==> src/rtl/flex_counter_pkg.sv <==
// Purpose : shared types and default sizes for the multi-channel flex counter.
// Latency : n/a (types and constants only).
// Backpressure: n/a.
// Contents: cnt_dir_t (count direction), cnt_mode_t (end-of-range behaviour), default widths.
package flex_counter_pkg;

   localparam int DEF_NUM_CNT_BITS = 4;
   localparam int DEF_NUM_CH       = 2;

   typedef enum logic {
      DIR_DOWN = 1'b0,
      DIR_UP   = 1'b1
   } cnt_dir_t;

   typedef enum logic {
      MODE_WRAP = 1'b0,
      MODE_SAT  = 1'b1
   } cnt_mode_t;

endpackage

==> src/rtl/flex_counter_ch.sv <==
// Purpose : one flex counter channel (up/down, load, wrap or saturate, terminal flag, wrap pulse).
// Latency : every input reaches the registered outputs one clock later; no comb in->out path.
// Backpressure: none; every edge is evaluated as clear > load > enable > hold.
// Ports   : clk/n_rst; i_clear, i_load, i_count_enable, i_dir, i_mode; i_load_val,
//           i_rollover_val (terminal value N); o_count, o_rollover_flag, o_wrap_pulse.
module flex_counter_ch
   import flex_counter_pkg::*;
#(
   parameter int NUM_CNT_BITS = DEF_NUM_CNT_BITS
) (
   input  logic                    clk,
   input  logic                    n_rst,
   input  logic                    i_clear,
   input  logic                    i_load,
   input  logic                    i_count_enable,
   input  cnt_dir_t                i_dir,
   input  cnt_mode_t               i_mode,
   input  logic [NUM_CNT_BITS-1:0] i_load_val,
   input  logic [NUM_CNT_BITS-1:0] i_rollover_val,
   output logic [NUM_CNT_BITS-1:0] o_count,
   output logic                    o_rollover_flag,
   output logic                    o_wrap_pulse
);

   localparam logic [NUM_CNT_BITS-1:0] ONE = NUM_CNT_BITS'(1);

   logic [NUM_CNT_BITS-1:0] r_cnt;
   logic                    r_flag;
   logic                    r_pulse;

   logic [NUM_CNT_BITS-1:0] w_cnt_nxt;
   logic [NUM_CNT_BITS-1:0] w_term;
   logic                    w_flag_nxt;
   logic                    w_pulse_nxt;

   always_comb begin
      w_cnt_nxt   = r_cnt;
      w_flag_nxt  = r_flag;
      w_pulse_nxt = 1'b0;
      w_term      = i_rollover_val;

      if (i_clear) begin
         w_cnt_nxt  = '0;
         w_flag_nxt = 1'b0;
      end else if (i_load) begin
         w_cnt_nxt  = i_load_val;
         w_flag_nxt = 1'b0;
      end else if (i_count_enable) begin
         if (i_rollover_val == '0) begin
            // N==0 is a degenerate channel: it never moves and never flags.
            w_flag_nxt = 1'b0;
         end else begin
            if (i_dir == DIR_UP) begin
               w_term = i_rollover_val;
               // >= rather than == so a count loaded above N still wraps instead of running away.
               if (r_cnt >= i_rollover_val) begin
                  if (i_mode == MODE_WRAP) begin
                     w_cnt_nxt   = ONE;
                     w_pulse_nxt = 1'b1;
                  end
               end else begin
                  w_cnt_nxt = r_cnt + ONE;
               end
            end else begin
               w_term = ONE;
               // <= catches count 0 (after clear/reset) as well as 1.
               if (r_cnt <= ONE) begin
                  if (i_mode == MODE_WRAP) begin
                     w_cnt_nxt   = i_rollover_val;
                     w_pulse_nxt = 1'b1;
                  end
               end else begin
                  w_cnt_nxt = r_cnt - ONE;
               end
            end
            w_flag_nxt = (w_cnt_nxt == w_term);
         end
      end
   end

   always_ff @(posedge clk or negedge n_rst) begin
      if (!n_rst) begin
         r_cnt   <= '0;
         r_flag  <= 1'b0;
         r_pulse <= 1'b0;
      end else begin
         r_cnt   <= w_cnt_nxt;
         r_flag  <= w_flag_nxt;
         r_pulse <= w_pulse_nxt;
      end
   end

   assign o_count         = r_cnt;
   assign o_rollover_flag = r_flag;
   assign o_wrap_pulse    = r_pulse;

endmodule

==> src/rtl/flex_counter_mc.sv <==
// Purpose : NUM_CH independent flex counters on one clock/reset, plus an OR of their terminal flags.
// Latency : one clock from any input to count_out/rollover_flag/wrap_pulse; any_rollover follows the flag regs.
// Backpressure: none; each channel steps whenever its count_enable is high.
// Ports   : clk, n_rst; per-channel clear/load/count_enable/count_up/sat_mode vectors;
//           packed load_val, rollover_val, count_out; rollover_flag, wrap_pulse vectors; any_rollover.
module flex_counter_mc
   import flex_counter_pkg::*;
#(
   parameter int NUM_CNT_BITS = DEF_NUM_CNT_BITS,
   parameter int NUM_CH       = DEF_NUM_CH
) (
   input  logic                                 clk,
   input  logic                                 n_rst,
   input  logic [NUM_CH-1:0]                    clear,
   input  logic [NUM_CH-1:0]                    load,
   input  logic [NUM_CH-1:0]                    count_enable,
   input  logic [NUM_CH-1:0]                    count_up,
   input  logic [NUM_CH-1:0]                    sat_mode,
   input  logic [NUM_CH-1:0][NUM_CNT_BITS-1:0]  load_val,
   input  logic [NUM_CH-1:0][NUM_CNT_BITS-1:0]  rollover_val,
   output logic [NUM_CH-1:0][NUM_CNT_BITS-1:0]  count_out,
   output logic [NUM_CH-1:0]                    rollover_flag,
   output logic [NUM_CH-1:0]                    wrap_pulse,
   output logic                                 any_rollover
);

   for (genvar g = 0; g < NUM_CH; g++) begin : g_ch
      cnt_dir_t  w_dir;
      cnt_mode_t w_mode;

      assign w_dir  = count_up[g] ? DIR_UP   : DIR_DOWN;
      assign w_mode = sat_mode[g] ? MODE_SAT : MODE_WRAP;

      flex_counter_ch #(
         .NUM_CNT_BITS (NUM_CNT_BITS)
      ) u_ch (
         .clk             (clk),
         .n_rst           (n_rst),
         .i_clear         (clear[g]),
         .i_load          (load[g]),
         .i_count_enable  (count_enable[g]),
         .i_dir           (w_dir),
         .i_mode          (w_mode),
         .i_load_val      (load_val[g]),
         .i_rollover_val  (rollover_val[g]),
         .o_count         (count_out[g]),
         .o_rollover_flag (rollover_flag[g]),
         .o_wrap_pulse    (wrap_pulse[g])
      );
   end

   assign any_rollover = |rollover_flag;

endmodule
==> config.mk <==
export PLATFORM = sky130hd
export DESIGN_NAME = flex_counter_mc
export DESIGN_NICKNAME = d
export VERILOG_FILES = /design/src/rtl/flex_counter_pkg.sv /design/src/rtl/flex_counter_ch.sv /design/src/rtl/flex_counter_mc.sv
export SDC_FILE = /design/constraint.sdc
export NUM_CORES = 1
export LEC_CHECK = 0
export BUFFER_PORTS_ARGS = -buffer_cell sky130_fd_sc_hd__buf_2
export CAP_MARGIN = 10
export CORE_ASPECT_RATIO = 0.8
export CORE_MARGIN = 5
export CORE_UTILIZATION = 60
export CTS_BUF_LIST = sky130_fd_sc_hd__clkbuf_8
export DETAILED_ROUTE_END_ITERATION = 7
export PLACE_DENSITY = 0.84
export SYNTH_ARGS = -nofsm -noshare
export SYNTH_HDL_FRONTEND = slang
export SYNTH_SLANG_ARGS = --single-unit
export TNS_END_PERCENT = 50
==> constraint.sdc <==
create_clock -name clk -period 6.1 [get_ports clk]
set_input_delay 0.305 -clock clk [delete_from_list [all_inputs] [get_ports clk]]
set_output_delay 0.305 -clock clk [all_outputs]
set_load 0.01 [all_outputs]
==> impl_results.md, run 1 <==
- Fin Hold WS: 0.273 ns
- Max Clock Freq: 369 MHz
- Worst hold path type: primary input to flop
- Latest clock arrival within the worst-skew pair: 0.25 ns
- Antenna violations before repair: 0
- Gpl congestion: 0.998
- ANT cells: 0
- Worst-path cell chain: inv_1 > ha_1 > nand2b_1 > a2111oi_4 > o21a_1 > nor3b_1 > or3_1 > a221oi_1
- Max cap viols: 0
- CTS tree: built
- Placed standard-cell area: 0.00195 mm²
- Sink Count: 12
- Worst slew margin: 0.453
- Type of the worst setup path: flop to flop
- Number of synthesized flops with an enable pin: 0
- Worst-path clk slew: 0.06 ns
- Die Y: 58.9 µm
- Area delta synth->final: 12.6%
- Post-route design area: 0.00202 mm²
- Die area: 0.00419 mm²
- Initial Utilization: 0.639
- Ys Warns: 0
- CTS buffer count: 3
- P_leak: 0.000939 µW
- Detailed placement HPWL: 3980 µm
- Fin nets: 305
- Power Dens Cells: 171 mW/mm²
- Grt ovf: 0
- Top_reg_cell synth: dfrtp_1
- Max FO, Critical Path: 12
- Avg Inst Size Synth: 7.66 µm²
- Arrival @ worst endpoint: 2.87 ns
- Critical Path Max Stage Delay: 0.57 ns
- Worst Setup End Kind: flop
- Worst path required time: 6.26 ns
- H-tree depth: 1
- Final hold violation count: 0
- Final WS setup: 3.39 ns
- Global routing met1 resource utilization: 0.397
- Startpoint types: flop
- Count of cell types in the netlist: 67
- Largest cells by area after synthesis: dfrtp_1, ha_1, a21oi_1
- Vias in the first global route: 1752
- First drt pass iteration count: 4
- Vias: 1947
- Initial DRC count: 277
- TNS Setup: 0 ns
- Tightest Pin Transition: 0.811 ns
- Clk buf depth: 2
- GR Util met3: 0.0597
- Core area: 0.00281 mm²
- GR peak layer: met1
- Outcome: finished clean
- Post-Syn Instances: 234
- Pin count of the biggest net entering global routing: 19
- Grt met2 use: 0.330
- First-pass GRT wire length: 8480 µm
- # rows: 17
- Synthesized area: 0.00179 mm²
- Total power: 346 µW
- Unrepaired setup endpoints after global routing: false
- Period utilization: 0.444
- Avg Vias per Cell: 6.49
- Area fraction of the dominant cell type after synthesis: 0.167
- Maximum vdd drop: 0.190 mV
- Die width: 71.1 µm
- Setup WS pre-CTS: 3.44 ns
- Seq cells post-synth: 12
- Area leader, netlist: dfrtp_1
- IO Count: 41
- DRC errors left: 0
- Worst Skew: 0.0121 ns
- I/O Buffers: 40
- Share of layout cells above drive strength 1: 0.218
- Tmin final: 2.71 ns
- Final antenna-violating net count: 0
- Sequential fraction of the synthesis area: 0.167
- Worst path slowest cell: dfrtp_1
- Final wirelength: 5220 µm
- Slew Limit Fails: 0
- CTS Root Cell: clkbuf_8
- Syn_nets: 276
- Async S/R FF share, synth: 1.00
- WL/cell: 17.4 µm
- Total Routing Usage GR: 0.250
- Finish-stage setup viols: 0
-- metrics by stage --
step           std cells  utilization
2_1_floorplan        234            -
5_1_grt              300        0.719
6_report             300        0.719
3_3_place_gp         295        0.696
4_1_cts              300        0.719
3_5_place_dp         295        0.696
-- synthesized netlist by cell type, types with 3 or more instances --
cell and number:
and3_1 3, mux2i_1 6, nand3_1 7, ha_1 14
buf_4 4, o21ai_0 12, a21oi_1 16, buf_2 3
nand3b_1 5, nand2_1 16, nor2_1 14, nor2b_1 5
o211ai_1 3, xnor2_1 4, inv_1 21, o21ai_1 3
o31ai_1 5, a221oi_1 4, clkbuf_1 8, dfrtp_1 12
or3_1 3, nor3_1 10
-- metal layers --
metal / wire, µm / vias to the layer above
met1: 2410 / 884
met3: 686 / 5
met2: 2100 / 121
li1: - / 937
met4: 27 / 0
met5: 0 / -
-- power by group --
part | switching, µW | total (µW) | internal, µW
Sequential | 14.3 | 98.5 | 84.2
Combinational | 93.0 | 157 | 64.3
Clock | 33.1 | 90.3 | 57.2
-- critical path: cells and delay by family, from the launching register on --
kind / cells / cell delay (ns)
AOI/OAI and AO/OA: 3 / 1.00
and+or+nand+nor: 3 / 0.59
DFF: 1 / 0.57
adders and majority gates: 1 / 0.29
buffers and inverters: 1 / 0.16
-- registers in the layout, indices dropped and copies added, names as in the netlist --
register and cells:
g_ch.u_ch.o_count 8, g_ch.u_ch.o_wrap_pulse 2, g_ch.u_ch.o_rollover_flag 2
-- repair_timing --
item                                    CTS  global route
hold buffers                              1             0
setup buffers                             0             0
resized for setup                         0             0
endpoints found under the setup margin    0             0
endpoints found under the hold margin    12             0
-- cells by family after synthesis --
group | synth area share
simple gates | 0.255
compound gates | 0.325
buf+inv | 0.0921
fa+ha+maj | 0.0977
flops | 0.167
xor+xnor | 0.0293
mux | 0.0335
-- final cells by class --
cell class              count  area (µm²)
inverters                  21        78.8
multi-input cells         184        1330
fillers                   259         788
flip-flops and latches     12         300
clock buffers               4        55.1
well taps                  38        47.5
repair buffers             41         210
-- final timing paths --
kind / to / startpoint / slack [ns] / cells past startpoint
max: g_ch[0].u_ch.o_count[3] / g_ch[0].u_ch.o_count[0] / 3.39 / 8
min: g_ch[1].u_ch.o_count[0] / clear[1] / 0.27 / 2
max reg2reg: g_ch[0].u_ch.o_count[3] / g_ch[0].u_ch.o_count[0] / 3.39 / 8
min reg2reg: g_ch[1].u_ch.o_rollover_flag / g_ch[1].u_ch.o_rollover_flag / 0.58 / 2
max in group asynchronous: g_ch[1].u_ch.o_count[2] / n_rst / 5.41 / 2
min in group asynchronous: g_ch[0].u_ch.o_wrap_pulse / n_rst / 0.46 / 2
-- cell usage in the layout, fill, tap and decap left out, types with 6 or more instances in the layout --
cell and instances:
inv_1 21, nand2_1 16, nor2_1 14, nand3_1 7
dfrtp_1 12, nor3_1 10, o21ai_0 12, mux2i_1 6
ha_1 14, buf_2 40, a21oi_1 16
(Power assumes the default switching activity.)
==> run 2: changes to the inputs <==
- ABC_AREA: not set -> 1
- CORE_UTILIZATION: 60 -> 56
- PLACE_DENSITY: 0.84 -> 0.8
- clock period: 6.1 -> 2.5 ns (I/O delays scaled with it)
==> run 2 against run 1 <==
- critical path depth up 5
- count of clock-buffer cells in the layout down 1
- final cell count is 18% higher
- sequential cell count unchanged
- critical endpoint is now g_ch[0].u_ch.o_rollover_flag
==> impl_results.md, run 2 <==
- Outcome: finished clean
- Seq cells post-synth: 12
- R2r endpoint: g_ch[0].u_ch.o_rollover_flag
- Hold path depth: 4
- Avg Vias per Cell: 5.52
- FF-to-FF path depth: 13
- DRC errors left: 0
- Die Y: 59.1 µm
- Worst path required time: 2.67 ns
- Worst slew margin: 0.742
- CTS resizes: 0
- Grt ovf: 0
- CTS tree: built
- Max Clock Freq: 495 MHz
- Finish-stage setup viols: 0
- CTS buffer count: 3
- Antenna violations before repair: 0
- Slew Limit Fails: 0
- HP Start: count_enable[1]
- P_leak: 0.00115 µW
- Count of cell types in the netlist: 33
- Worst-path clk slew: 0.05 ns
- Vias: 1953
- Reg2reg setup slack: 0.48 ns
- Async S/R FF share, synth: 1.00
- Die area: 0.00421 mm²
- Power Dens Cells: 455 mW/mm²
- Area leader, netlist: dfrtp_1
- First-pass GRT wire length: 7730 µm
- Core area: 0.00283 mm²
- Top cells by count, synth: nand2_1, inv_1, nand3_1
- Avg Inst Size Synth: 6.06 µm²
- ANT cells: 0
- Share of layout cells above drive strength 1: 0.190
- Post-CTS Setup Bufs: 0
- Max FO, Critical Path: 7
- Pin count of the biggest net entering global routing: 13
- H-tree depth: 1
- Most frequent cell after synthesis: nand2_1
- Detailed placement HPWL: 3940 µm
- CTS Root Cell: clkbuf_8
- Maximum vdd drop: 0.351 mV
- # rows: 17
- Post-Layout Cell Count: 354
- Initial DRC count: 177
- Sequential fraction of the synthesis area: 0.178
- Tmin final: 2.02 ns
- Sink Count: 12
- Die width: 71.3 µm
- Final wirelength: 4750 µm
- Post-Syn Instances: 278
- Most common cell after layout, fill and taps aside: nand2_1
- First drt pass iteration count: 5
- Area fraction of the dominant cell type after synthesis: 0.178
- Top_reg_cell synth: dfrtp_1
- Largest cells by area after synthesis: dfrtp_1, nand2_1, ha_1
- Tightest Pin Transition: 0.384 ns
- Hold buffer count at CTS: 1
- Vias in the first global route: 1686
- Final antenna-violating net count: 0
- Number of synthesized flops with an enable pin: 0
- CP most frequent cell: nand2_1
- Initial Utilization: 0.596
- Arrival @ worst endpoint: 2.19 ns
- Final hold violation count: 0
- Period utilization: 0.807
- Number of placed cells counting well taps: 350
- Gpl congestion: 0.949
- Clk buf depth: 2
- Total Routing Usage GR: 0.229
- Max FFs per register: 8
- FF-to-FF Start: g_ch[0].u_ch.o_count[0]
- IO Count: 41
- I/O Buffers: 40
- Syn_nets: 320
- Startpoint types: flop
- Worst path slowest cell: dfrtp_1
- Max cap viols: 0
- WL/cell: 13.4 µm
- Worst hold path type: primary input to flop
- Worst Skew: 0.000804 ns
- Area delta synth->final: 15.2%
- Unrepaired setup endpoints after global routing: false
- Fin nets: 360
- Worst Setup End Kind: flop
- Worst-path cell chain: inv_1 > ha_1 > nand2_1 > inv_1 > nand2_1 > nand3_1 > nand2_1 > nand3_1 > nand3b_1 > nand2_1 > nor2_1 > nand2_1 > nand2_1
- Worst hold endpoint: g_ch[1].u_ch.o_rollover_flag
- Ys Warns: 0
- Commonest cells after routing, fill and taps aside: nand2_1, inv_1, buf_2
- Type of the worst setup path: flop to flop
- TNS Setup: 0 ns
- Critical Path Max Stage Delay: 0.45 ns
- Latest clock arrival within the worst-skew pair: 0.23 ns
- Synthesized area: 0.00169 mm²
-- run 2: cell count changes after synthesis, moves of 6 or more --
cell      before  now
inv_1         21   46
nand2_1       16   75
clkbuf_1       8    1
nand4_1        2   10
nor2_1        14   21
mux2i_1        6    0
o22ai_1        1    8
nor3_1        10    0
nand3_1        7   27
-- run 2: routing by layer --
layer | global-route usage | up-vias | share of wire
met5 | 0 | - | 0
met4 | 0.0268 | 0 | 0.0044
met3 | 0.0932 | 4 | 0.12
met2 | 0.312 | 109 | 0.39
met1 | 0.341 | 851 | 0.49
li1 | - | 989 | -
-- run 2: cell families (layout without fill, tap and decap cells) --
group,count (synthesis),in the layout,share of synthesized area
AOI/OAI and AO/OA,51,51,0.180
and+or+nand+nor,141,141,0.379
DFF,12,12,0.178
xor gates and xnor gates,2,2,0.0104
buffers and inverters,58,96,0.148
adders and majority gates,14,14,0.104
-- run 2: metrics by stage --
step	utilization	hold WS (ns)	area [µm²]	total power (µW)	setup slack [ns]
6_report	0.686	0.147	1940	884	0.481
5_1_grt	0.686	0.174	1940	961	0.303
4_1_cts	0.686	0.143	1940	878	0.506
3_5_place_dp	0.668	0.0153	1890	700	0.514
3_3_place_gp	0.668	0.0142	1890	697	0.534
2_1_floorplan	-	-0.171	1690	571	0.751
-- run 2: power by group --
| group | total (µW) | leakage, µW | internal [µW] | switching, µW |
|---|---|---|---|---|
| clock | 171 | 0.0000216 | 106 | 65.0 |
| sequential | 237 | 0.000159 | 210 | 26.7 |
| combinational | 476 | 0.000975 | 172 | 304 |
-- run 2: critical path: cells and delay by family (launching register included) --
kind | cells | cell delay, ns
buffers and inverters | 2 | 0.26
flip-flops | 1 | 0.45
AND/OR/NAND/NOR | 10 | 0.97
adder cells (fa/ha/maj) | 1 | 0.29
-- run 2: how the worst max path moves through the flow --
stage | cells after the start | endpoint | from
finish | 13 | g_ch[0].u_ch.o_rollover_flag | g_ch[0].u_ch.o_count[0]
detailed placement | 13 | g_ch[0].u_ch.o_rollover_flag | g_ch[0].u_ch.o_count[0]
global placement | 13 | g_ch[0].u_ch.o_rollover_flag | g_ch[0].u_ch.o_count[0]
global route | 13 | g_ch[0].u_ch.o_rollover_flag | g_ch[0].u_ch.o_count[0]
floorplan | 14 | g_ch[1].u_ch.o_rollover_flag | g_ch[1].u_ch.o_count[0]
CTS | 13 | g_ch[0].u_ch.o_rollover_flag | g_ch[0].u_ch.o_count[0]
-- run 2: final cells by class --
| class | instances | area [µm²] |
|---|---|---|
| multi-input combinational | 208 | 1130 |
| timing repair buffer | 43 | 225 |
| fill | 261 | 887 |
| tap | 38 | 47.5 |
| inverter | 50 | 193 |
| sequential | 12 | 300 |
| clock buffer | 3 | 41.3 |
==> run 3: changes to the inputs <==
- ABC_AREA: 1 -> 0
- PLACE_DENSITY: 0.8 -> 0.79
- clock period: 2.5 -> 1.9 ns (I/O delays scaled with it)
==> run 3 against run 2 <==
- the flow now finishes with violations (negative setup slack)
- non-clock buffer count is 53 higher
- critical endpoint unchanged
- first-iteration DRC count grew to 2.8 times the previous value
- power is 61% higher
- sequential power is 23% higher
- largest cell class unchanged
- setup slack worse by 0.93 ns
- routed wire length is 54% higher
- via count is 25% higher
- combinational power is 74% higher
- core utilization is 16 points higher
- die area is 5.4% higher
==> impl_results.md, run 3 (synthesis results as in run 1) <==
- First drt pass iteration count: 8
- Worst Setup End Kind: flop
- Setup WS pre-CTS: -0.339 ns
- Die area: 0.00444 mm²
- Grt ovf: 0
- Fin nets: 360
- Die width: 73.3 µm
- Clk buf depth: 2
- Worst path required time: 2.04 ns
- Vias: 2434
- Tmin final: 2.35 ns
- Share of layout cells above drive strength 1: 0.464
- Slew Limit Fails: 0
- Final hold violation count: 0
- Seq. cell area: 304 µm²
- Initial DRC count: 497
- Arrival @ worst endpoint: 2.49 ns
- Fin Hold WS: 0.0621 ns
- Fillers: 188
- Sink Count: 12
- Commonest cells after routing, fill and taps aside: buf_4, buf_2, inv_1
- First-pass GRT wire length: 11000 µm
- Outcome: finished with violations
- Post-Layout Cell Count: 357
- TNS Setup: -2.37 ns
- IO Count: 41
- Area occupied by multi-input gates: 0.00149 mm²
- Max FO, Critical Path: 5
- Number of placed cells counting well taps: 348
- ANT cells: 0
- Startpoint types: flop
- Final wirelength: 7320 µm
- DRC errors left: 0
- # rows: 18
- Failing checks: negative setup slack
- CTS buffer count: 3
- Max FFs per register: 8
- H-tree depth: 1
- Most common cell after layout, fill and taps aside: buf_4
- Initial Utilization: 0.581
- I/O Buffers: 40
- Power Dens Cells: 544 mW/mm²
- CTS tree: built
- Finish-stage setup viols: 11
- Total Routing Usage GR: 0.324
- Vias in the first global route: 2171
- Antenna violations before repair: 0
- P_leak: 0.00124 µW
- Worst Skew: 0.0108 ns
- Worst hold path type: primary input to flop
- Maximum vdd drop: 0.600 mV
- Worst-path clk slew: 0.07 ns
- Avg Vias per Cell: 6.82
- Die Y: 60.6 µm
- Core area: 0.00309 mm²
- Detailed placement HPWL: 5040 µm
- Latest clock arrival within the worst-skew pair: 0.26 ns
- Type of the worst setup path: flop to flop
- Max Clock Freq: 425 MHz
- Area delta synth->final: 45.4%
- Tightest Pin Transition: 0.547 ns
- Gpl congestion: 0.963
- WL/cell: 20.5 µm
- Core Util, Final: 0.845
- CTS Root Cell: clkbuf_8
- Pin count of the biggest net entering global routing: 19
- Max cap viols: 0
- Final WS setup: -0.453 ns
- Worst slew margin: 0.631
- Unrepaired setup endpoints after global routing: true
- Final antenna-violating net count: 0
- Period utilization: 1.24
run 3: cell type report:
cell class / instances / area share
Tap cell: 40 / 0.0192
Timing Repair Buffer: 96 / 0.240
Inverter: 21 / 0.0321
Clock buffer: 4 / 0.0211
Multi-Input combinational cell: 184 / 0.571
Sequential cell: 12 / 0.117
run 3: critical path, cell delays in order, from the launching register on:
cell and delay (ns):
dfrtp_1 0.45, ha_1 0.34, a2111oi_4 0.36, buf_4 0.22
or2_4 0.18, mux2i_1 0.29, o211ai_1 0.12, o31ai_1 0.28
run 3: worst paths after layout:
kind                                                     end  slack [ns]                          from  cells past startpoint
worst max-delay path            g_ch[0].u_ch.o_rollover_flag       -0.45       g_ch[0].u_ch.o_count[1]                      7
worst min-delay path                 g_ch[1].u_ch.o_count[1]        0.06                      clear[1]                      2
worst max register to register  g_ch[0].u_ch.o_rollover_flag       -0.45       g_ch[0].u_ch.o_count[1]                      7
worst min register to register  g_ch[1].u_ch.o_rollover_flag        0.60  g_ch[1].u_ch.o_rollover_flag                      2
max in group asynchronous            g_ch[1].u_ch.o_count[3]        1.37                         n_rst                      2
min in group asynchronous          g_ch[0].u_ch.o_wrap_pulse        0.27                         n_rst                      2
run 3: what timing repair did:
item	4_1_cts	5_1_grt
setup buffers	3	1
pin swaps	14	4
hold endpoints to repair	12	0
endpoints found under the setup margin	11	11
hold buffers	1	0
gates resized for setup	19	7
run 3: report_power, final:
group          internal [µW]  total [µW]  leakage [µW]  switching, µW
Sequential               272         292      0.000155           20.0
Combinational            384         826       0.00105            442
Clock                    184         302     0.0000288            118
Total                    840        1420       0.00124            580
run 3: routing by layer:
layer  global-route usage  share of wire  wire (µm)  up-vias
met2                0.473           0.40       2940      227
met3               0.0977           0.16       1190       60
met5                    0              0          0        -
li1                     -              -          -     1037
met1                0.478           0.40       2900     1110
met4               0.0500          0.040        294        0
run 3: per-stage QoR:
stage | power, µW | instance area, µm²
floorplan | 699 | 1890
global placement | 989 | 2420
detailed placement | 1000 | 2420
CTS | 1340 | 2560
global route | 1470 | 2610
finish | 1420 | 2610
